**src/rtl/pipeline_control_unit_pkg.sv**
```systemverilog
// Shared definitions for the pipeline control unit, the forwarding unit and the debug unit.
// Holds the state encoding, the HALT opcode and the default widths.
package pipeline_control_unit_pkg;

  localparam int unsigned REG_BITS_DEF     = 5;
  localparam int unsigned CNT_WIDTH_DEF    = 32;
  localparam int unsigned DRAIN_CYCLES_DEF = 3;

  localparam logic [5:0] OP_HALT = 6'b111111;

  typedef enum logic [1:0] {
    RUN    = 2'b00,
    DRAIN  = 2'b01,
    HALTED = 2'b10
  } pcu_state_e;

endpackage

```
**src/rtl/pipeline_control_unit_load_use_detector.sv**
```systemverilog
// Flags a load in EX whose destination is read by the instruction in ID.
// Register 0 never creates a hazard because it is hardwired to zero.
module load_use_detector
  import pipeline_control_unit_pkg::*;
#(
  parameter int unsigned REG_BITS = REG_BITS_DEF
) (
  input  logic                id_ex_mem_read,
  input  logic [REG_BITS-1:0] id_ex_rt,
  input  logic [REG_BITS-1:0] if_id_rs,
  input  logic [REG_BITS-1:0] if_id_rt,
  input  logic                if_id_uses_rt,
  output logic                lu_hazard
);

  logic rs_match;
  logic rt_match;

  always_comb begin
    rs_match  = (id_ex_rt == if_id_rs);
    rt_match  = if_id_uses_rt && (id_ex_rt == if_id_rt);
    lu_hazard = id_ex_mem_read && (id_ex_rt != '0) && (rs_match || rt_match);
  end

endmodule

```
**src/rtl/pipeline_control_unit.sv**
```systemverilog
// Pipeline sequencer: load-use stalls, branch flush, halt drain and debug single-step.
// Control outputs are decoded combinationally so a hazard stalls in the cycle it appears.
module pipeline_control_unit
  import pipeline_control_unit_pkg::*;
#(
  parameter int unsigned REG_BITS     = REG_BITS_DEF,
  parameter int unsigned CNT_WIDTH    = CNT_WIDTH_DEF,
  parameter int unsigned DRAIN_CYCLES = DRAIN_CYCLES_DEF
) (
  input  logic                 clk,
  input  logic                 reset_n,
  input  logic                 id_ex_mem_read,
  input  logic [REG_BITS-1:0]  id_ex_rt,
  input  logic [REG_BITS-1:0]  if_id_rs,
  input  logic [REG_BITS-1:0]  if_id_rt,
  input  logic                 if_id_uses_rt,
  input  logic                 branch_taken,
  input  logic                 if_id_halt,
  input  logic                 step_mode,
  input  logic                 step,
  output logic                 pc_write,
  output logic                 if_id_write,
  output logic                 if_id_flush,
  output logic                 id_ex_bubble,
  output logic                 pipe_enable,
  output logic                 halted,
  output logic [CNT_WIDTH-1:0] cycle_count,
  output logic [CNT_WIDTH-1:0] stall_count
);

  localparam int unsigned DW = (DRAIN_CYCLES > 1) ? $clog2(DRAIN_CYCLES) : 1;

  pcu_state_e      state;
  logic [DW-1:0]   drain_cnt;
  logic            lu_hazard;
  logic            adv;

  load_use_detector #(
    .REG_BITS(REG_BITS)
  ) u_lud (
    .id_ex_mem_read(id_ex_mem_read),
    .id_ex_rt      (id_ex_rt),
    .if_id_rs      (if_id_rs),
    .if_id_rt      (if_id_rt),
    .if_id_uses_rt (if_id_uses_rt),
    .lu_hazard     (lu_hazard)
  );

  always_comb begin
    adv          = !step_mode || step;
    pc_write     = 1'b0;
    if_id_write  = 1'b0;
    if_id_flush  = 1'b0;
    id_ex_bubble = 1'b0;
    pipe_enable  = 1'b0;
    halted       = (state == HALTED);
    if (adv) begin
      case (state)
        RUN: begin
          pipe_enable = 1'b1;
          if (lu_hazard) begin
            id_ex_bubble = 1'b1;
          end else if (branch_taken) begin
            pc_write    = 1'b1;
            if_id_write = 1'b1;
            if_id_flush = 1'b1;
          end else if (if_id_halt) begin
            if_id_write = 1'b1;
            if_id_flush = 1'b1;
          end else begin
            pc_write    = 1'b1;
            if_id_write = 1'b1;
          end
        end
        // ID holds a NOP while draining, so hazard and branch inputs are ignored
        DRAIN: begin
          pipe_enable = 1'b1;
          if_id_write = 1'b1;
          if_id_flush = 1'b1;
        end
        default: ;
      endcase
    end
  end

  always_ff @(posedge clk or negedge reset_n) begin
    if (!reset_n) begin
      state       <= RUN;
      drain_cnt   <= '0;
      cycle_count <= '0;
      stall_count <= '0;
    end else begin
      if (pipe_enable) begin
        cycle_count <= cycle_count + CNT_WIDTH'(1);
      end
      if (adv) begin
        case (state)
          RUN: begin
            if (lu_hazard) begin
              stall_count <= stall_count + CNT_WIDTH'(1);
            end else if (!branch_taken && if_id_halt) begin
              drain_cnt <= DW'(DRAIN_CYCLES - 1);
              state     <= DRAIN;
            end
          end
          DRAIN: begin
            if (drain_cnt == '0) begin
              state <= HALTED;
            end else begin
              drain_cnt <= drain_cnt - DW'(1);
            end
          end
          default: ;
        endcase
      end
    end
  end

endmodule

```
**config.mk**
```make
export PLATFORM = sky130hd
export DESIGN_NAME = pipeline_control_unit
export DESIGN_NICKNAME = d
export VERILOG_FILES = /design/src/rtl/pipeline_control_unit_pkg.sv /design/src/rtl/pipeline_control_unit_load_use_detector.sv /design/src/rtl/pipeline_control_unit.sv
export SDC_FILE = /design/constraint.sdc
export NUM_CORES = 1
export LEC_CHECK = 0
export BUFFER_PORTS_ARGS = -buffer_cell sky130_fd_sc_hd__buf_2
export CAP_MARGIN = 20
export CORE_MARGIN = 8
export CORE_UTILIZATION = 35
export CTS_CLUSTER_DIAMETER = 150
export DETAILED_ROUTE_END_ITERATION = 12
export PLACE_DENSITY = 0.64
export RECOVER_POWER = 25
export SYNTH_ARGS = -nofsm -noshare
export SYNTH_HDL_FRONTEND = slang
export SYNTH_SLANG_ARGS = --single-unit
```
**constraint.sdc**
```tcl
create_clock -name clk -period 1.85 [get_ports clk]
set_clock_uncertainty 0.1 [all_clocks]
set_input_delay 0.37 -clock clk [delete_from_list [all_inputs] [get_ports clk]]
set_output_delay 0.37 -clock clk [all_outputs]
set_load 0.02 [all_outputs]
```
==> results.txt, run 1 <==
* Outcome: finished with violations
- The final reports fail on setup timing.
- Internal power comes to ~2.3 mW.
- After detailed routing, the average wire length per cell comes to 16.16 µm.
- STA classifies the critical path endpoint as an output port.
- Clock tree synthesis found a total of between 60 and 70 sinks.
* Proportion of total power due to net switching: 23.27%
- Layout Cells excl Fill: 643
* Mean number of vias per cell: just under 5
- Buffers inserted during clock tree synthesis total 9.
- Combinational Power Share: a little under a tenth
- In this run, the number of DRC markers left after iteration 0 of detailed routing was roughly 170.
- Net Sw Power: around 0.70 mW
- Width of the chip: 116.9 µm
- Final Critical Period: 2.251 ns
- The wire-length estimate of the detail-placed layout is 7050 µm.
* Register cell area after layout: around 0.0017 mm²
* Most common library cell in the layout ignoring fill and taps: buf_2
- Synthesis produced a netlist with a net count of between 300 and 400.
- The cell count after synthesis came out at between 300 and 400.
* Setup repair after global routing missed its margin: true
- A synthesized cell averages around 11 µm².
- Cell with the biggest individual delay on the critical path: nor4_4
- The core region is 0.01009 mm².
* Antenna diodes: 0
- TritonCTS built the clock tree.
- The worst setup path is launched from an input pin.
- From synthesis to final layout, the design area changed by 63.13%.
- Clk pwr share: around 41%
- The clock reaches the later pin of the worst-skew pair after 0.34 ns.
- During placement, the flow inserted port buffers numbering 92.
* Vias in the first global route: about 3.3k
* Antenna violation net count after detailed routing: 0
- Summing all multi-input logic gate instances after layout gives ~0.0023 mm².
- Clock root buffer: clkbuf_8
* Remaining global-route overflow: 0
- Period utilisation layout: 121.7%
* Max Fanout on Critical Path: 3
- The post-route netlist has 54.24% of its cells at a drive strength greater than 1.
* Main synth FF type: dfrtp_1
- Once routing completed, OpenROAD measured the worst setup slack at -0.4010 ns.
- Max-cap viol count: 0
- Clock tree buffer depth: 2
- Data on the critical path arrives at its endpoint at ~1.8 ns.
- The critical path in this run is classified as in2out.
* Bufs and invs on worst path: 4
* Total routing resource utilization after global routing: 15.56%
- The cell family contributing the most delay on the critical path is buffers and inverters.
* Wire length of the first global-routing pass: around 17000 µm
- Via total after detailed routing: roughly 3.2k
* Vertical die dimension: between 100 and 150 µm
- Cells along the critical path: buf_8, xor2_4, nor4_4, a32oi_4, buf_12, buf_6, nor3_4, buf_6
- The congestion estimate from routability-driven global placement came to between 0.7 and 0.8.
* Max transition margin: 36.62%
- After detailed placement, the design holds a cell count of about 610.
- Adding up every negative setup slack in the final design gives -5.076 ns.
- The first detailed-routing pass took 4 iterations.
- Timing would allow up to around 0.44 GHz.
* Setup violation total in the final timing report: 38
- Clock transition time at the flip-flop clock pins of the worst setup and hold paths: 0.07 ns
- Timing analysis after detailed placement gives a worst setup slack of -0.4801 ns.
- Filler cells: roughly 900
- Maximum number of pins on one net before global-route repair: 69
- Post-synth ARST share: 100.0%
- Reg power frac: between 40% and 50%
- After the last flow step, the layout net total stands at about 530.
- Most frequent cells in the layout: 81 x buf_2, 58 x buf_4, 54 x dfrtp_1
* Total power divided by cell area: 519.4 mW/mm²
- Leakage Power: around 3.2 nW
- The floorplan step defined a die boundary enclosing between 0.01 and 0.015 mm².
- Initial antenna violation count: 0
- Final Max Slew Viols: 0
- Wirelength, routed: 10390 µm
- Final hold violation count: 0
- CP peak stage delay: ~0.33 ns
- Starting density of the core: about a third
- Data on the critical path is required at its endpoint by approximately 1.4 ns.
* Synthesized area: roughly 0.0036 mm²
- For the pin with the worst max-slew slack, the measured transition is between 0.9 and 1 ns.
* Number of synthesized register bits: 68
- H-Tree Depth: 3
- The netlist uses 45 different library cells.
* Peak supply drop: approximately 360 µV
- Number of flops mapped to enable cells by yosys: 0
- Most repeated library cell on the critical path: buf_6
- Placement row count: 37
- During synthesis, Yosys emitted a total of 0 warnings.
- Remaining design rule violation count: 0
- Number of top-level pins: between 90 and 100
- Fraction of the yosys area taken by sequential cells: a little under half
- Total Power Consumption: about 3.0 mW
- The worst hold path belongs to the class in2reg.
[timing repair]
action | CTS | global route
pin swaps | 42 | 54
buffers inserted | 9 | 14
cloned | 3 | 1
hold buffers | 1 | 0
endpoints found under the setup margin | 26 | 53
hold endpoints to repair | 68 | 0
gates resized for setup | 55 | 54
[metrics by stage]
| stage | util [%] | hold slack, ns | cell area (µm²) |
|---|---|---|---|
| 6_report | 57.60 | 0.3340 | 5813 |
| 3_5_place_dp | 48.39 | 0.3273 | 4883 |
| 2_1_floorplan | - | -0.02559 | 3800 |
| 5_1_grt | 57.60 | 0.3306 | 5813 |
| 3_3_place_gp | 48.39 | 0.3216 | 4883 |
| 4_1_cts | 54.39 | 0.3691 | 5489 |
[routing by layer]
metal | up-vias | GRT usage, % | part of all wire (%)
met5 | - | 0 | 0
met1 | 1559 | 18.97 | 42
li1 | 1513 | - | -
met3 | 10 | 3.848 | 5.7
met2 | 77 | 26.04 | 51
met4 | 0 | 5.887 | 1.5
[cell usage after synthesis (all sizes together), types with 2 or more instances]
master	number	share of area (%)
buf	7	1.3
and2	3	0.53
nor4b	3	0.91
o21ai	5	0.81
clkbuf	6	0.63
nand2	30	3.2
nand2b	2	0.35
nor3b	2	0.56
inv	5	0.53
nor2	14	1.5
nand4	12	2.1
nand3	20	2.9
or2	3	0.53
and3	7	1.4
nand4b	2	0.49
nor3	19	2.9
or3	3	0.67
mux2	2	0.63
and4	9	2.2
xor2	49	12
nor2b	3	0.53
dfrtp	68	48
nor4	19	6.7
ha	3	1.1
a21oi	2	0.28
xnor2	23	5.7
[path summary, 6_finish.rpt]
| kind | from | to | slack, ns | cells after the start |
|---|---|---|---|---|
| max | if_id_rt[2] | id_ex_bubble | -0.40 | 8 |
| min | branch_taken | state[0] | 0.33 | 4 |
| max reg2reg | stall_count[10] | stall_count[15] | -0.10 | 6 |
| min reg2reg | stall_count[31] | stall_count[31] | 0.37 | 1 |
| max in group asynchronous | reset_n | cycle_count[6] | 0.26 | 3 |
| min in group asynchronous | reset_n | stall_count[16] | 0.72 | 3 |
[worst reg2reg max path: cells and delay by family (launching register included)]
kind          cells  cell delay, ns
buf+inv           1            0.18
simple gates      4            1.02
xor+xnor          1            0.19
flops             1            0.38
[power groups by stage]
stage	sequential (mW)	clock (mW)	combinational (mW)
after detailed placement	1.52	0	0.191
after CTS	1.49	1.27	0.247
final	1.49	1.24	0.288
after global placement	1.52	0	0.188
after global routing	1.49	1.35	0.309
after floorplan	1.52	0	0.0647
[flip-flops by register name (all words and copies together), names as in the netlist]
name / flops
stall_count: 32
state: 2
drain_cnt: 2
cycle_count: 32
[final cells by class]
type | count | share of cell area, %
Sequential cell | 68 | 29.57
Clock inverter | 2 | 0.6027
Timing Repair Buffer | 177 | 23.89
Tap cell | 136 | 2.927
Multi-Input combinational cell | 242 | 39.82
Clock buffer | 13 | 2.734
Inverter | 5 | 0.4520
[logic make-up (layout without fill, tap and decap cells)]
| kind of cell | count (synthesis) | after routing | share of synthesized area, % |
|---|---|---|---|
| adder cells (fa/ha/maj) | 3 | 3 | 1.053 |
| flip-flops | 68 | 68 | 47.75 |
| buffers and inverters | 18 | 197 | 2.423 |
| AND/OR/NAND/NOR | 154 | 154 | 28.16 |
| multiplexers | 2 | 2 | 0.6320 |
| AO/OA/AOI/OAI | 11 | 11 | 2.282 |
| XOR/XNOR | 72 | 72 | 17.70 |
(Power assumes the default switching activity.)
==> run 2, diff against run 1 <==
--- a/config.mk
+++ b/config.mk
@@ -11,8 +11,9 @@
 export CORE_UTILIZATION = 35
 export CTS_CLUSTER_DIAMETER = 150
 export DETAILED_ROUTE_END_ITERATION = 12
-export PLACE_DENSITY = 0.64
+export PLACE_DENSITY = 0.68
 export RECOVER_POWER = 25
 export SYNTH_ARGS = -nofsm -noshare
 export SYNTH_HDL_FRONTEND = slang
 export SYNTH_SLANG_ARGS = --single-unit
+export TNS_END_PERCENT = 10
==> run 2 against run 1 <==
  * The run still ends with setup timing left
  * Non-clock buffer count decreased by 15
  * Flip-flop and latch count unchanged
  * Largest power group is now the clock network
  * Worst setup slack improved by 0.046 ns
  * Fmax rose by 2.1%
  * Sequential power barely moved
  * Critical path depth is the same
==> results.txt, run 2 (synthesis results as in run 1) <==
* Max Clk Rate: 0.4535 GHz (+2.1%)
* Clock latency at the later pin of the worst-skew pair: 0.35 ns (about the same)
- Critical path origin: if_id_rt[1]
- Setup repair after global routing could not meet its margin everywhere.
- The number of diodes added for antenna fixing was 0 (unchanged).
- Final Max Slew Viols: 0 (unchanged)
- The part of the power in registers was 44.9% (-4.5 points).
* Total placed cells including tap cells: 604 (-0.33%)
- Port Buf Inserts: 92 (unchanged)
- Final hold violation count: 0 (unchanged)
- H-Tree Depth: 3 (unchanged)
* Min-delay worst type: in2reg
- The routed length per placed instance came to 15.31 µm (-5.3%).
- The worst hold slack across all endpoints came to 0.3536 ns (+0.01963 ns).
* Largest registers in the final layout: cycle_count (32), stall_count (32)
* Vias in the first global route: 3192 (-4.6%)
* Worst r2r dst: stall_count[16]
- The sum of routed wire length over all layers was 9629 µm (-7.3%).
- Period utilisation layout: 119.2% (-2.5 points)
- The total half-perimeter wirelength after legalization and detailed placement was 6961 µm (-1.3%).
- The slew at the pin closest to its max-slew limit is 0.9467 ns (-0.003944 ns).
- Clock transition time at the flip-flop clock pins of the worst setup and hold paths: 0.07 ns (about the same)
* CP endpoint: if_id_flush
* Number of top-level pins: 93 (unchanged)
- The number of remaining DRC errors came to 0 (unchanged).
* Peak supply drop: 369.8 µV (+1.5%)
- Via total after detailed routing: 3050 (-3.5%)
- The height of the die was 116.9 µm (unchanged).
* Core area: 0.01009 mm² (unchanged)
- CTS tree: done
* Width of the chip: 116.9 µm (unchanged)
- In this run the critical register-to-register path is launched from stall_count[6].
- The net switching power of the design was 0.6913 mW (-1.6%).
* Startpoint-to-endpoint class of the critical path: in2out
- The final reports fail on setup timing.
- The post-route total power came to 3.325 mW (+10%).
- The number of vias per cell after detailed routing came to 4.849 (-1.3%).
- Remaining global-route overflow: 0 (unchanged)
- Final sum of negative setup slack: -1.426 ns (+3.650 ns)
- The internal power of the cells is 2.634 mW (+14%).
- Starting density of the core: 35.31% (unchanged)
* Filler cells: 937 (+4.6%)
- CP arrival: 1.74 ns (-0.04 ns)
- Wire length of the first global-routing pass: 15640 µm (-6.4%)
* Final non-filler cell area: 0.005338 mm² (-8.2%)
- The minimum clock period after layout came to 2.205 ns (-0.04566 ns).
- The standard cell area after detailed placement came to 0.004725 mm² (-3.3%).
* Crit path capture type: output port
* Placement row count: 37 (unchanged)
* Clock root buffer: clkbuf_8
* Most common library cell in the layout ignoring fill and taps: buf_2
- The run finished, with violations left.
- Combinational Power Share: 5.6% (-3.9 points)
* Max Fanout on Critical Path: 3 (unchanged)
- Clk sink count: 68 (unchanged)
- Signed area change from the synthesized netlist to the final layout: 49.79%
- Critical Path Source Type: input pin
* Detailed router's first-iteration violation count: 77 (-54%)
* R2r worst-path depth: 6 (unchanged)
- The total leakage power is 2.717 nW (-14%).
* Antenna violation net count after detailed routing: 0 (unchanged)
- The final worst-path setup slack came to -0.3553 ns (+0.04566 ns).
* Initial antenna violation count: 0 (unchanged)
- The worst slack at placement is -0.4717 ns (+0.008459 ns).
- Fraction of layout cells with a size suffix above 1: 49.49% (-4.7 points)
- Final weighted congestion in routability-driven placement: 0.7630 (+0.93%)
* Worst-case register-to-register setup slack: -0.01 ns (+0.09 ns)
* Inserted Clock Buffers: 9 (unchanged)
- Maximum number of pins on one net before global-route repair: 69 (unchanged)
* Total routing resource utilization after global routing: 14.81% (-0.75 points)
* Setup violation total in the final timing report: 10 (-74%)
- The utilization after layout came to 52.89% (-4.7 points).
- The detailed-routing iteration count for the pre-antenna-repair pass came to 5 (+1).
- Layout Cells excl Fill: 629 (-2.2%)
* Max-cap viol count: 0 (unchanged)
* Clk pwr share: 49.5% (+8.4 points)
- Total power divided by cell area: 622.9 mW/mm² (+20%)
- The share of total power consumed by net switching was 20.79% (-2.5 points).
- Die footprint: 0.01367 mm² (unchanged)
- The layout net count was 514 (-2.8%).
- The headroom to the max-slew limit was 36.89% (+0.26 points).
- Clock tree buffer depth: 2 (unchanged)
* Most frequent cells in the layout: 81 x buf_2, 60 x buf_4, 59 x dfrtp_1
- The data required time of the critical path came to 1.38 ns (about the same).
[run 2: cell types whose count changed in the layout (fill, tap and decap cells not counted), moves of 3 or more]
| cell | delta |
|---|---|
| nor4_4 | -13 |
| dfrtp_2 | -5 |
| dfrtp_1 | +5 |
| bufinv_16 | +3 |
| buf_12 | -7 |
| nor3_4 | -7 |
| nor4_2 | +13 |
| nor3_1 | +6 |
| buf_6 | -6 |
[run 2: timing repair]
item / 4_1_cts / 5_1_grt
setup endpoints to repair: 32 / 40
hold endpoints to repair: 68 / 0
resized for setup: 21 / 46
hold buffers: 1 / 0
pin swaps: 8 / 20
gates cloned: 0 / 0
buffers inserted: 1 / 7
[run 2: how the worst min path moves through the flow]
stage | startpoint | endpoint | slack [ns] | depth (start not counted)
floorplan | reset_n | cycle_count[0] | -0.03 | 0
global placement | reset_n | stall_count[22] | 0.32 | 2
detailed placement | reset_n | stall_count[19] | 0.33 | 2
CTS | branch_taken | state[0] | 0.33 | 4
global route | branch_taken | state[0] | 0.37 | 4
finish | branch_taken | state[0] | 0.35 | 4
[run 2: layout make-up]
| cell class | instances | area [µm²] | area share [%] |
|---|---|---|---|
| clock buffer | 12 | 145.1 | 2.719 |
| clock inverter | 4 | 120.1 | 2.250 |
| inverter | 5 | 26.28 | 0.4923 |
| multi-input combinational | 242 | 2049 | 38.40 |
| sequential | 68 | 1713 | 32.09 |
| tap | 136 | 170.2 | 3.188 |
| timing repair buffer | 162 | 1114 | 20.86 |
[run 2: metal layers]
layer	vias up	GRT usage (%)	wire [µm]
met1	1489	17.55	3988
met2	73	24.51	4881
li1	1471	-	-
met3	17	3.592	523
met4	0	7.679	235
met5	-	0	0
[run 2: power groups by stage]
stage / logic, mW / registers, mW / clock network, mW
final: 0.188 / 1.49 / 1.65
after global routing: 0.205 / 1.49 / 1.75
after CTS: 0.181 / 1.49 / 1.68
after detailed placement: 0.166 / 1.52 / 0
after global placement: 0.160 / 1.52 / 0
after floorplan: 0.0611 / 1.52 / 0
[run 2: worst max-delay path, stage by stage]
cell	delay (ns)
buf_6	0.10
xor2_2	0.17
nor4_4	0.33
a32oi_4	0.18
buf_12	0.17
nor3_4	0.22
nor3_4	0.06
buf_6	0.14
==> run 3, diff against run 2 <==
==> constraint.sdc (replaced) <==
create_clock -name clk -period 1.85 [get_ports clk]
set_clock_uncertainty 0.1 [all_clocks]
set_input_delay 0.37 -clock clk [delete_from_list [all_inputs] [get_ports clk]]
set_output_delay 0.37 -clock clk [all_outputs]
set_load 0.05 [all_outputs]
==> run 3 against run 2 <==
  * The flow still finishes with violations (setup timing)
  * Final area decreased by 2.9%
  * Sequential share of layout area is 1.0 points higher
  * Via count decreased by 0.95%
  * Final cell count decreased by 1.3%
  * Worst setup slack worse by 0.0086 ns
  * Critical path type unchanged
  * Highest routed layer unchanged
==> results.txt, run 3 (synthesis results as in run 1) <==
- Setup violation total in the final timing report: 32 (+22)
- The worst path buffer plus inverter count came to 2 (-1).
* Final hold violation count: 0 (unchanged)
* Crit path capture type: output port
* Max transition margin: 36.70% (-0.18 points)
- The maximum number of pins on one net before global-route repair came to 69 (unchanged).
* Combinational Power Share: 6.4% (+0.8 points)
* Wirelength per Cell: 14.82 µm (-3.2%)
* Hold_ws: 0.3501 ns (-0.003526 ns)
- Peak supply drop: 277.9 µV (-25%)
- Wirelength, routed: 9202 µm (-4.4%)
- The part of the power in registers is 50.7% (+5.8 points).
- The detailed-routing iteration count for the pre-antenna-repair pass came to 4 (-1).
- Final core utilization: 51.38% (-1.5 points)
- Data required time of the critical path: 1.38 ns (about the same)
- The stage delay of the slowest cell on the critical path is 0.31 ns (-0.02 ns).
- The path class of the tightest hold or removal check is in2reg.
- The layout net count was 506 (-1.6%).
* Layout Cells excl Fill: 621 (-1.3%)
* Crit path setup slack, layout: -0.3639 ns (-0.008620 ns)
- The final-layout setup total negative slack is -3.501 ns (-2.075 ns).
- Worst flop-to-flop path startpoint: state[1]
- Detailed router's first-iteration violation count: 109 (+42%)
- The share of total power consumed by net switching came to 23.24% (+2.5 points).
* Hold path startpoint: branch_taken
- The standard cell area after detailed placement came to 0.004720 mm² (-0.11%).
- The row count came to 37 (unchanged).
- Period utilisation layout: 119.7% (+0.47 points)
* Critical path origin: if_id_rt[1]
- Max Fanout on Critical Path: 4 (+1)
- In the final layout, the registers with the most flip-flops are cycle_count (32), stall_count (32).
* Final weighted congestion in routability-driven placement: 0.7708 (+1.0%)
- Post-DP HPWL: 6713 µm (-3.6%)
* Core area: 0.01009 mm² (unchanged)
- The initial standard-cell utilization of the core is 35.31% (unchanged).
- Area of the multi-input gates: 0.002013 mm² (-1.8%)
- Port Buf Inserts: 92 (unchanged)
- Vertical die dimension: 116.9 µm (unchanged)
- The fmax was 0.4517 GHz (-0.39%).
- The number of nets with antenna violations after detailed routing is 0 (unchanged).
- The number of clock buffers inserted by TritonCTS came to 9 (unchanged).
* Setup repair after global routing missed its margin: true
* Cells along the critical path: buf_8, xor2_4, nor4_4, a32oi_4, or2_1, nor3b_4, buf_6
* Outcome: finished with violations
- The register clock-pin slew on the reported worst setup and hold paths is 0.07 ns (about the same).
- Initial antenna violation count: 0 (unchanged)
- Net Sw Power: 0.6830 mW (-1.2%)
- Final Max Slew Viols: 0 (unchanged)
- Clock root buffer: clkbuf_8
- The final reports fail on setup timing.
* Mean number of vias per cell: 4.865 (+0.33%)
- Antenna diodes: 0 (unchanged)
* Number of top-level pins: 93 (unchanged)
- Relative to the synthesized area, the layout overhead comes to 45.51%.
* Fraction of layout cells with a size suffix above 1: 50.10% (+0.61 points)
- Filler cells: 966 (+3.1%)
- Most common library cell in the layout ignoring fill and taps: buf_2
- The clock latency at the later pin of the worst-skew pair is 0.34 ns (about the same).
- The power per cell area was 566.8 mW/mm² (-9.0%).
- Cell with the biggest individual delay on the critical path: nor4_4
- Total routing resource utilization after global routing: 14.08% (-0.73 points)
- Most frequent cells in the layout: 82 x buf_2, 56 x dfrtp_1, 53 x buf_4
- The overall overflow remaining after global route is 0 (unchanged).
- The number of global-route vias before repair was 3141 (-1.6%).
- Wire length of the first global-routing pass: 15100 µm (-3.5%)
- The die span in x came to 116.9 µm (unchanged).
* Clock tree buffer depth: 2 (unchanged)
* Die footprint: 0.01367 mm² (unchanged)
- Clk pwr share: 42.8% (-6.7 points)
- The post-placement cell count came to 601 (-0.50%).
* Via total after detailed routing: 3021 (-0.95%)
- Final Critical Period: 2.214 ns (+0.008620 ns)
* Leakage Power: 2.593 nW (-4.6%)
* Clk sink count: 68 (unchanged)
- Max-cap viol count: 0 (unchanged)
* Worst Max-Slew Pin Slew: 0.9494 ns (+0.002727 ns)
- TritonCTS built the clock tree.
- The design area was 0.005185 mm² (-2.9%).
- Internal cell power: 2.256 mW (-14%)
- The sequential cell area is 0.001717 mm² (+0.22%).
* H-Tree Depth: 3 (unchanged)
- The signal arrival time at the worst endpoint came to 1.74 ns (about the same).
* Cell family with the largest share of critical-path delay: simple AND/OR/NAND/NOR gates
* Startpoint-to-endpoint class of the critical path: in2out
- The number of remaining DRC errors came to 0 (unchanged).
* Critical Path Source Type: input pin
## run 3: cell count changes in the layout (fill, tap and decap cells not counted), sizes merged
cell,previous run,this run
clkinv,0,2
clkinvlp,0,1
buf,160,152
bufinv,4,1
## run 3: metrics by stage
step | power, mW | setup slack [ns]
after CTS | 2.991 | -0.3945
after detailed placement | 1.690 | -0.5074
final | 2.939 | -0.3639
after floorplan | 1.590 | -0.3886
after global routing | 3.076 | -0.4577
after global placement | 1.686 | -0.4650
## run 3: what timing repair did
item                                    CTS  global route
resized for setup                        38            22
endpoints found under the setup margin   36            44
hold endpoints to repair                 68             0
pin swaps                                 9            10
cloned                                    0             0
hold buffers                              1             0
buffers inserted                          3             0
## run 3: routing by layer
layer / GRT usage [%] / part of all wire [%]
met1: 16.03 / 40
met4: 5.119 / 1.3
met5: 0 / 0
met3: 4.618 / 6.7
met2: 24.17 / 52
## run 3: worst paths after layout
check | end | slack, ns | cells past startpoint
min in group asynchronous | cycle_count[22] | 0.71 | 3
setup reg to reg | stall_count[28] | -0.04 | 7
hold / removal | state[0] | 0.35 | 4
setup / recovery | pc_write | -0.36 | 7
hold reg to reg | cycle_count[31] | 0.36 | 1
max in group asynchronous | stall_count[5] | 0.24 | 3
## run 3: cell type report
type                    instances  share of cell area (%)
inverters                       5                  0.4585
well taps                     136                   3.282
repair buffers                154                   20.42
flip-flops and latches         68                   33.11
multi-input cells             242                   38.83
clock inverters                 4                  0.9170
clock buffers                  12                   2.992
## run 3: worst min-delay path, cell delays in order
cell	delay, ns
buf_2	0.09
nor2b_1	0.08
o21ai_1	0.13
o2bb2ai_1	0.09
## run 3: power groups by stage
| stage | clock (mW) | sequential [mW] | combinational (mW) |
|---|---|---|---|
| global route | 1.38 | 1.49 | 0.209 |
| floorplan | 0 | 1.53 | 0.0619 |
| global placement | 0 | 1.52 | 0.166 |
| CTS | 1.31 | 1.49 | 0.193 |
| detailed placement | 0 | 1.52 | 0.170 |
| finish | 1.26 | 1.49 | 0.190 |
